===== src/rtl/rv32_fetch_pkg.sv =====
// rtl/rv32_fetch_pkg.sv - shared fetch-stage constants and types
package rv32_fetch_pkg;

    localparam logic [31:0] RV32_INSTR_NOP     = 32'h0000_0013;
    localparam logic [6:0]  RV32_OPCODE_JAL    = 7'b1101111;
    localparam logic [6:0]  RV32_OPCODE_BRANCH = 7'b1100011;

    typedef enum logic {
        FETCH_RUN     = 1'b0,
        FETCH_DISCARD = 1'b1
    } fetch_state_t;

    typedef struct packed {
        logic [31:0] pc;
        logic [31:0] instr;
        logic        taken;
    } fetch_beat_t;

endpackage


===== src/rtl/rv32_branch_predictor.sv =====
// rtl/rv32_branch_predictor.sv - static BTFN next-PC predictor (RV32_BRANCH_PREDICTOR_EN), else pc+4
module rv32_branch_predictor
    import rv32_fetch_pkg::*;
(
    input  logic [31:0] pc,
    input  logic [31:0] instr,
    output logic [31:0] next_pc,
    output logic        taken
);

`ifdef RV32_BRANCH_PREDICTOR_EN
    logic [31:0] imm_j;
    logic [31:0] imm_b;

    // JAL always taken, backward conditional branches taken, everything else falls through
    always_comb begin
        imm_j   = {{12{instr[31]}}, instr[19:12], instr[20], instr[30:21], 1'b0};
        imm_b   = {{20{instr[31]}}, instr[7], instr[30:25], instr[11:8], 1'b0};
        next_pc = pc + 32'd4;
        taken   = 1'b0;
        if (instr[6:0] == RV32_OPCODE_JAL) begin
            next_pc = pc + imm_j;
            taken   = 1'b1;
        end else if (instr[6:0] == RV32_OPCODE_BRANCH && instr[31]) begin
            next_pc = pc + imm_b;
            taken   = 1'b1;
        end
    end
`else
    logic unused_instr;

    assign unused_instr = ^instr;
    assign next_pc      = pc + 32'd4;
    assign taken        = 1'b0;
`endif

endmodule


===== src/rtl/rv32_fetch.sv =====
// rtl/rv32_fetch.sv - fetch stage with skid buffer and redirect; predictor via RV32_BRANCH_PREDICTOR_EN
module rv32_fetch
    import rv32_fetch_pkg::*;
#(
    parameter logic [31:0] RESET_VECTOR = 32'h0000_0000
) (
    input  logic        clk,
    input  logic        reset,
    input  logic        stall_in,
    input  logic        flush_in,
    input  logic        branch_mispredicted_in,
    input  logic [31:0] branch_pc_in,
    output logic [31:0] instr_address_out,
    output logic        instr_read_out,
    input  logic        instr_ready_in,
    input  logic [31:0] instr_read_value_in,
    output logic        branch_predicted_taken_out,
    output logic [31:0] pc_out,
    output logic [31:0] instr_out
);

    fetch_state_t state;
    fetch_state_t state_next;
    logic [31:0]  fetch_pc;
    logic [31:0]  pending_pc;
    logic         skid_full;
    fetch_beat_t  skid;
    logic [31:0]  pred_next_pc;
    logic         pred_taken;
    logic         accept;
    logic         stuck;
    logic         keep_beat;

    rv32_branch_predictor u_predictor (
        .pc      (fetch_pc),
        .instr   (instr_read_value_in),
        .next_pc (pred_next_pc),
        .taken   (pred_taken)
    );

    // Request whenever the skid has room; address is simply the fetch PC
    always_comb begin
        instr_read_out    = !reset && !skid_full;
        instr_address_out = fetch_pc;
        accept            = instr_read_out && instr_ready_in;
        stuck             = instr_read_out && !instr_ready_in;
        keep_beat         = accept && (state == FETCH_RUN) && !branch_mispredicted_in;
    end

    // A redirect during an unfinished read must wait for that beat to drain before retargeting
    always_comb begin
        state_next = state;
        if (branch_mispredicted_in) begin
            state_next = stuck ? FETCH_DISCARD : FETCH_RUN;
        end else if (state == FETCH_DISCARD && accept) begin
            state_next = FETCH_RUN;
        end
    end

    // Fetch state register
    always_ff @(posedge clk) begin
        if (reset) begin
            state <= FETCH_RUN;
        end else begin
            state <= state_next;
        end
    end

    // Fetch PC, skid buffer and decode-facing registers
    always_ff @(posedge clk) begin
        if (reset) begin
            fetch_pc                   <= RESET_VECTOR;
            pending_pc                 <= 32'h0;
            skid_full                  <= 1'b0;
            skid                       <= '0;
            pc_out                     <= 32'h0;
            instr_out                  <= RV32_INSTR_NOP;
            branch_predicted_taken_out <= 1'b0;
        end else begin
            if (branch_mispredicted_in) begin
                if (stuck) begin
                    pending_pc <= branch_pc_in;
                end else begin
                    fetch_pc <= branch_pc_in;
                end
            end else if (accept) begin
                fetch_pc <= (state == FETCH_DISCARD) ? pending_pc : pred_next_pc;
            end

            // Unstalled cycles always empty the skid, either by draining or by flushing it
            if (branch_mispredicted_in || !stall_in) begin
                skid_full <= 1'b0;
            end else if (keep_beat) begin
                skid_full <= 1'b1;
                skid      <= '{pc: fetch_pc, instr: instr_read_value_in, taken: pred_taken};
            end

            if (!stall_in) begin
                if (!flush_in && !branch_mispredicted_in && skid_full) begin
                    pc_out                     <= skid.pc;
                    instr_out                  <= skid.instr;
                    branch_predicted_taken_out <= skid.taken;
                end else if (!flush_in && keep_beat) begin
                    pc_out                     <= fetch_pc;
                    instr_out                  <= instr_read_value_in;
                    branch_predicted_taken_out <= pred_taken;
                end else begin
                    instr_out                  <= RV32_INSTR_NOP;
                    branch_predicted_taken_out <= 1'b0;
                end
            end
        end
    end

endmodule


===== config.mk =====
export PLATFORM = sky130hd
export DESIGN_NAME = rv32_fetch
export DESIGN_NICKNAME = d
export VERILOG_FILES = /design/src/rtl/rv32_fetch_pkg.sv /design/src/rtl/rv32_branch_predictor.sv /design/src/rtl/rv32_fetch.sv
export SDC_FILE = /design/constraint.sdc
export NUM_CORES = 1
export LEC_CHECK = 0
export CAP_MARGIN = 20
export CORE_ASPECT_RATIO = 1.5
export CORE_MARGIN = 2
export CORE_UTILIZATION = 35
export CTS_CLUSTER_SIZE = 28
export DETAILED_ROUTE_END_ITERATION = 16
export GPL_TIMING_DRIVEN = 0
export HOLD_SLACK_MARGIN = 0.05
export PLACE_DENSITY_LB_ADDON = 0.15
export RECOVER_POWER = 50
export REMOVE_ABC_BUFFERS = 1
export SLEW_MARGIN = 20
export SYNTH_ARGS = -nofsm -noshare
export SYNTH_HDL_FRONTEND = slang
export SYNTH_SLANG_ARGS = --single-unit

===== constraint.sdc =====
create_clock -name clk -period 5.7 [get_ports clk]
set_clock_uncertainty 0.1 [all_clocks]
set_input_delay 1.71 -clock clk [delete_from_list [all_inputs] [get_ports clk]]
set_output_delay 1.71 -clock clk [all_outputs]
set_load 0.02 [all_outputs]

* Yosys cells after proc, flatten, opt, wreduce, memory -nomap -nowiden *
Index checks and enable logic that the tools add are counted.

storage, ports and cells
  register bits = 194
  logic and storage cells = 48

operators by class
  reduce and logical (&&, ||, !) cells = 24
  add/sub/neg operators = 1
  equality and inequality tests = 1
  bitwise gates (word level) = 3
  multiplexer cells = 11

operator list
  operator                                        number
  2-to-1 mux 32 bit                               8
  adder 32 x 3 -> 32 bit (second input constant)  1
  logical AND 1 bit                               9
  AND reduction 2 bit                             4
  logical NOT 1 bit                               6
  nonzero test 2 bit                              3
  2-to-1 mux 1 bit                                3
  inverter 1 bit                                  3
  != test 2 bit (second input constant)           1
  OR reduction 2 bit                              1
  logical OR 1 bit                                1

* Logic depth before layout (Yosys ltp) *
Gate-level depths: netlist (run 1).

  word-level depth = 8
  mapped depth = 8

* Hierarchy *
From an unflattened synthesis (run 1), not the netlist that was laid out.

second synthesis, totals
  cells, all modules = 1004
  area total of the unflattened synthesis = 8834.7 µm²

by module, submodules not included
  module                 area each (µm²)  times used  cells each  seq. area each (µm²)
  rv32_fetch             8242.9           1           919         3923.8
  rv32_branch_predictor  591.8            1           85          0.0

* Worst setup path before layout (run 1) *
Ideal clock, no wire load.

  kind = input to output
  from = input reset
  to = output instr_read_out
  stages on the path = 1
  data arrival time = 2090 ps
  slack = 1800 ps
  required time = 3890 ps
  path through = nor2_1

on the way
  word-level cells in the longest chain between the ends = 2

RTL lines
  what               RTL line          source
  start, declared    rv32_fetch.sv:8   input logic reset,
  logical NOT 1 bit  rv32_fetch.sv:43  instr_read_out = !reset && !skid_full;
  logical AND 1 bit  rv32_fetch.sv:43
  end, declared      rv32_fetch.sv:14  output logic instr_read_out,

No other way between the ends.

* Final worst setup path (run 1) *
Ends and elaborated chain as after synthesis.

==> results.toml, run 1 <==
[finish]
multiInputGateArea_um2 = 4230
ff_latch_area_um2 = 3880
drive_gt1_frac = 0.0611
diodes = 0
fin_nets = 1253
final_common_cell = "nand2_1"
design_area_um2 = 11100
mostFrequentLayoutCells = "nand2_1 (272), dfxtp_1 (193), a21oi_1 (126), clkdlybuf4s50_1 (83), dlygate4sd3_1 (81)"
final_util = 0.469
areaGrowthSynthToFinish_pct = 31.2
num-fill-cells = 2406
fin_cells = 1514

[flow_run]
drv_cap = 0

[worst_setup_path]
worstPathRequired_ns = 3.89
reg2reg_depth = 6
worst-path-max-fanout = 96
crit_slowest_cell = "clkdlybuf4s50_1"
max_stage_delay_ns = 0.59
reg2reg_setup_slack_ns = 2.78
cp-end-kind = "output pin"
critPathLaunchType = "input pin"
cp.arrival_ns = 3.22
path_cells = "buf_8, buf_16, nor2_1, clkdlybuf4s50_1"
critPathKind = "in -> out"

[floorplanning]
ios = 168
die_x_um = 131
dieArea_um2 = 25500
coreArea_um2 = 23700
fp.dieH_um = 195
rows = 69
start_util = 0.357

[cts]
clk_pin_slew_worst_paths_ns = 0.06
postCtsHoldBufs = 0
clock_latency_ns = 0.44
cts_tree = "done"
cts_max_path_buffers = 2
ctsRootBufferMaster = "clkbuf_16"
cts_made_buffers = 17
htree_levels = 4
post_cts_resize_count = 0
clock_sinks = 194
cts_setup_buffers = 0

[placement]
globalplace.congestion = 0.769
place_inst = 1482
port_buffers = 166
hpwl_mm = 16.0
dpl_cell_area_um2 = 10600
preCtsSetupSlack_ns = 0.554

[pwr]
switching_share = 0.260
intPower_mw = 2.26
clock_power_share = 0.407
comb_power_share = 0.118
p_sw_mw = 0.795
leakage_nw = 3.89
ir_drop_mv = 0.218
power.total_mw = 3.06
p_per_area_nw_per_um2 = 275
seqPwrFrac = 0.475

[timing]
tns_ns = 0
max_freq_mhz = 199
slew_violations = 0
setup_viol = 0
worst_pin_slew_ns = 1.47
post-route-period-util = 0.883
hold_viol_final = 0
post-route-min-period_ns = 5.03
slew_headroom = 0.0182
rsz0062_at_grt = "false"
hold_ws_ns = 0.343
fin_ws_ns = 0.667

[routing]
postRouteAntennaNets = 0
drt_wl_total_mm = 24.4
wire_per_inst_um = 16.1
drc = 0
vias = 7757
drtIter0Drc = 394
dr.pass1.iters = 5
routed_via_density = 5.12

[synthesis]
synthSimpleGateAreaFrac = 0.208
synth_xor_xnor_area_share = 0.00516
synth_cell_types = 56
ys.flop_type = "dfxtp_1"
syn-cell-area_um2 = 8480
synthMuxAreaShare = 0.0926
syn_inst = 1061
synth.avg_cell_area_um2 = 8.00
async_flop_share = 0
ys_seq_elements = 194
synth_seq_area_share = 0.458
synth_compound_area_frac = 0.188
synthAdderAreaFrac = 0.00147
synth_top_family_by_area = "simple AND/OR/NAND/NOR gates"
synth_edf_count = 0
yosysWarnings = 0

[outcome]
outcome = "complete, no violations"

[global_route]
grt_first_pass_wirelength_mm = 39.6
grt_pass1_vias = 7416
antenna_found_initial = 0
overflow = 0
track_usage = 0.192
grt_max_degree = 97

[worst_hold_path]
hp-class = "reg -> reg"
whs_path_depth = 2
[routing by layer]
| layer | up-vias | track usage | wire (µm) |
|---|---|---|---|
| li1 | 3918 | - | - |
| met1 | 3628 | 0.231 | 10700 |
| met2 | 183 | 0.341 | 12300 |
| met3 | 28 | 0.0363 | 909 |
| met4 | 0 | 0.0688 | 495 |
| met5 | - | 0 | 0 |
[registers in the layout, summed over array words and instances, names as in the netlist]
name,cells
skid_full,1
instr_address_out,32
skid,64
pc_out,32
pending_pc,32
instr_out,32
state,1
[layout make-up]
class	count	share of cell area
Multi-Input combinational cell	771	0.380
Sequential cell	194	0.349
Timing Repair Buffer	190	0.178
Clock buffer	19	0.0398
Tap cell	319	0.0359
Clock inverter	13	0.0144
Inverter	8	0.00270
[power groups by stage]
stage	logic, mW	clock network, mW	registers, mW
floorplan	0.139	0	1.50
global placement	0.358	0	1.49
detailed placement	0.374	0	1.48
CTS	0.376	1.28	1.45
global route	0.398	1.33	1.46
finish	0.361	1.24	1.45
[final timing paths]
path                                     from             end
worst max-delay path                    reset  instr_read_out
worst min register to register  instr_out[28]   instr_out[28]
worst max register to register          state       pc_out[5]
worst min-delay path            instr_out[28]   instr_out[28]
[cells in the mapped netlist, types with 2 or more instances]
cell type / count / area share
o22a_1: 3 / 0.0031
mux2_2: 4 / 0.0053
o211a_1: 2 / 0.0024
o211ai_1: 9 / 0.0080
or3_1: 6 / 0.0044
nand3b_1: 2 / 0.0018
buf_1: 5 / 0.0022
nor2b_1: 2 / 0.0015
o21ai_1: 20 / 0.012
a21oi_1: 126 / 0.074
nand2b_1: 7 / 0.0052
a22oi_1: 2 / 0.0018
a311oi_1: 3 / 0.0031
nor2_1: 63 / 0.028
or4_1: 3 / 0.0027
nand3_1: 16 / 0.0094
inv_1: 5 / 0.0022
and2_1: 2 / 0.0015
dfxtp_1: 194 / 0.46
a211oi_1: 41 / 0.036
xor2_1: 2 / 0.0021
nand2_1: 272 / 0.12
mux2i_1: 74 / 0.087
a31oi_1: 7 / 0.0052
o22ai_1: 7 / 0.0052
buf_4: 2 / 0.0018
inv_2: 2 / 0.00089
nand4_1: 10 / 0.0074
o21ai_0: 44 / 0.026
clkbuf_1: 56 / 0.025
buf_2: 25 / 0.015
nor3_1: 10 / 0.0059
and3_1: 5 / 0.0037
nor4_1: 5 / 0.0037
xnor2_1: 3 / 0.0031
nor4_4: 2 / 0.0050
[critical path, delay by kind of cell]
family	cells	cell delay [ns]
and+or+nand+nor	1	0.16
buffers and inverters	3	1.31
[kinds of logic after synthesis]
group / after synthesis
adders and majority gates: 1
xor gates and xnor gates: 5
AOI/OAI and AO/OA: 274
buffers and inverters: 96
and+or+nand+nor: 412
muxes: 78
DFF: 194
other: 1
Note: power is estimated with default switching activity, not from simulation.
==> inputs of run 2 (changes only) <==
--- a/config.mk
+++ b/config.mk
@@ -8,7 +8,7 @@
 export CAP_MARGIN = 20
 export CORE_ASPECT_RATIO = 1.5
 export CORE_MARGIN = 2
-export CORE_UTILIZATION = 35
+export CORE_UTILIZATION = 56
 export CTS_CLUSTER_SIZE = 28
 export DETAILED_ROUTE_END_ITERATION = 16
 export GPL_TIMING_DRIVEN = 0
@@ -16,7 +16,7 @@
 export PLACE_DENSITY_LB_ADDON = 0.15
 export RECOVER_POWER = 50
 export REMOVE_ABC_BUFFERS = 1
-export SLEW_MARGIN = 20
+export SETUP_SLACK_MARGIN = 0.15
 export SYNTH_ARGS = -nofsm -noshare
 export SYNTH_HDL_FRONTEND = slang
 export SYNTH_SLANG_ARGS = --single-unit
==> results.toml, run 2 (same netlist as run 1, synthesis figures left out) <==
[worst_setup_path]
timing.rr.start = "skid_full"
reg2reg_depth = 5
critPathLaunchType = "input pin"
r2r-end = "instr_address_out[0]"
cp.arrival_ns = 4.94
critPathKind = "in -> reg"
worst-path-max-fanout = 56
cp-end-kind = "register"
worstPathRequired_ns = 5.95
reg2reg_setup_slack_ns = 2.38

[outcome]
outcome = "finished with violations"
violations = "max-capacitance violations, max-slew violations"

[finish]
drive_gt1_frac = 0.0521
diodes = 0
design_area_um2 = 10900
regMostFlops = "skid"
final_util = 0.730
fin_nets = 1248
fin_cells = 1389
areaGrowthSynthToFinish_pct = 28.6
final_common_cell = "nand2_1"
largest_register_ffs = 64
num-fill-cells = 1198
mostFrequentLayoutCells = "nand2_1 (272), dfxtp_1 (194), a21oi_1 (126), dlygate4sd3_1 (89), clkdlybuf4s50_1 (75)"

[cts]
cts_setup_buffers = 0
post_cts_resize_count = 0
cts_tree = "done"
ctsRootBufferMaster = "clkbuf_16"
clk_pin_slew_worst_paths_ns = 0.07
postCtsHoldBufs = 0
cts_made_buffers = 17
clock_latency_ns = 0.43
clock_sinks = 194
cts_max_path_buffers = 2
htree_levels = 4

[floorplanning]
dieArea_um2 = 16200
fp.dieH_um = 155
start_util = 0.568
rows = 55
die_x_um = 104
coreArea_um2 = 14900
ios = 168

[global_route]
overflow = 0
grt_pass1_vias = 7272
grtUsageMet2 = 0.476
grt_first_pass_wirelength_mm = 35.9
grt_busiest_layer = "met2"
track_usage = 0.269
use_met1 = 0.332
use_met3 = 0.0421
antenna_found_initial = 0
grt_max_degree = 123

[worst_hold_path]
hold_end = "instr_out[2]"
whs_path_depth = 2
worstHoldStart = "instr_out[2]"
hp-class = "reg -> reg"

[pwr]
switching_share = 0.276
power.total_mw = 2.96
leakage_nw = 3.87
clock_power_share = 0.390
comb_power_share = 0.120
ir_drop_mv = 0.170
intPower_mw = 2.14
p_sw_mw = 0.817
seqPwrFrac = 0.490
p_per_area_nw_per_um2 = 271

[routing]
vias = 7807
postRouteAntennaNets = 0
drtIter0Drc = 449
drt_wl_total_mm = 21.8
drc = 0
wire_per_inst_um = 15.7
routed_via_density = 5.62
dr.pass1.iters = 5

[timing]
slew_violations = 27
max_freq_mhz = 213
hold_viol_final = 0
worst_pin_slew_ns = 2.39
post-route-min-period_ns = 4.69
tns_ns = 0
setup_viol = 0
slew_headroom = -0.638
post-route-period-util = 0.824
rsz0062_at_grt = "false"

[placement]
port_buffers = 166
hpwl_mm = 14.5
place_inst = 1357
globalplace.congestion = 0.794
dpl_cell_area_um2 = 10400

[flow_run]
drv_cap = 1
==> run 2: changes by cell type in the layout (fill, tap and decap cells not counted), sizes merged, moves of 2 or more <==
cell / change
buf: -8
clkdlybuf4s50: -8
dlygate4sd3: +8
inv: +7
bufinv: -3
clkinvlp: -2
==> run 2: per-layer routing <==
| layer | vias to the layer above | share of wire |
|---|---|---|
| met4 | 0 | 0.016 |
| met5 | - | 0 |
| met3 | 26 | 0.048 |
| met2 | 217 | 0.51 |
| met1 | 3651 | 0.43 |
| li1 | 3913 | - |
==> run 2: critical path, stage by stage <==
cell      delay, ns
clkbuf_1       0.73
buf_12         0.32
or2_0          0.97
or3_2          0.62
buf_12         0.29
nand2_1        0.08
a21oi_1        0.16
==> run 2: final cells by class <==
class	count	area, µm²	share of cell area
sequential	194	3880	0.356
inverter	8	30.0	0.00275
timing repair buffer	185	1960	0.179
clock buffer	17	425	0.0390
multi-input combinational	771	4220	0.387
clock inverter	15	145	0.0133
tap	199	249	0.0228
==> run 2: power by group through the flow <==
stage / registers, mW / clock network (mW) / logic (mW)
CTS: 1.45 / 1.17 / 0.367
finish: 1.45 / 1.15 / 0.354
global route: 1.46 / 1.23 / 0.386
global placement: 1.48 / 0 / 0.348
floorplan: 1.50 / 0 / 0.139
detailed placement: 1.48 / 0 / 0.365
==> run 2: through the flow <==
stage	hold slack, ns	worst slack, ns
detailed placement	0.340	0.940
finish	0.342	1.01
CTS	0.349	0.941
floorplan	0.327	-3.79
global route	0.366	0.792
global placement	0.333	-9.52
==> run 2: how the worst max path moves through the flow <==
stage / from / end / slack, ns
after floorplan: branch_mispredicted_in / instr_out[0] / -3.79
after global placement: branch_mispredicted_in / pc_out[14] / -9.52
after detailed placement: reset / instr_read_out / 0.94
after CTS: reset / instr_read_out / 0.94
after global routing: branch_mispredicted_in / instr_out[4] / 0.79
final: branch_mispredicted_in / skid[26] / 1.01
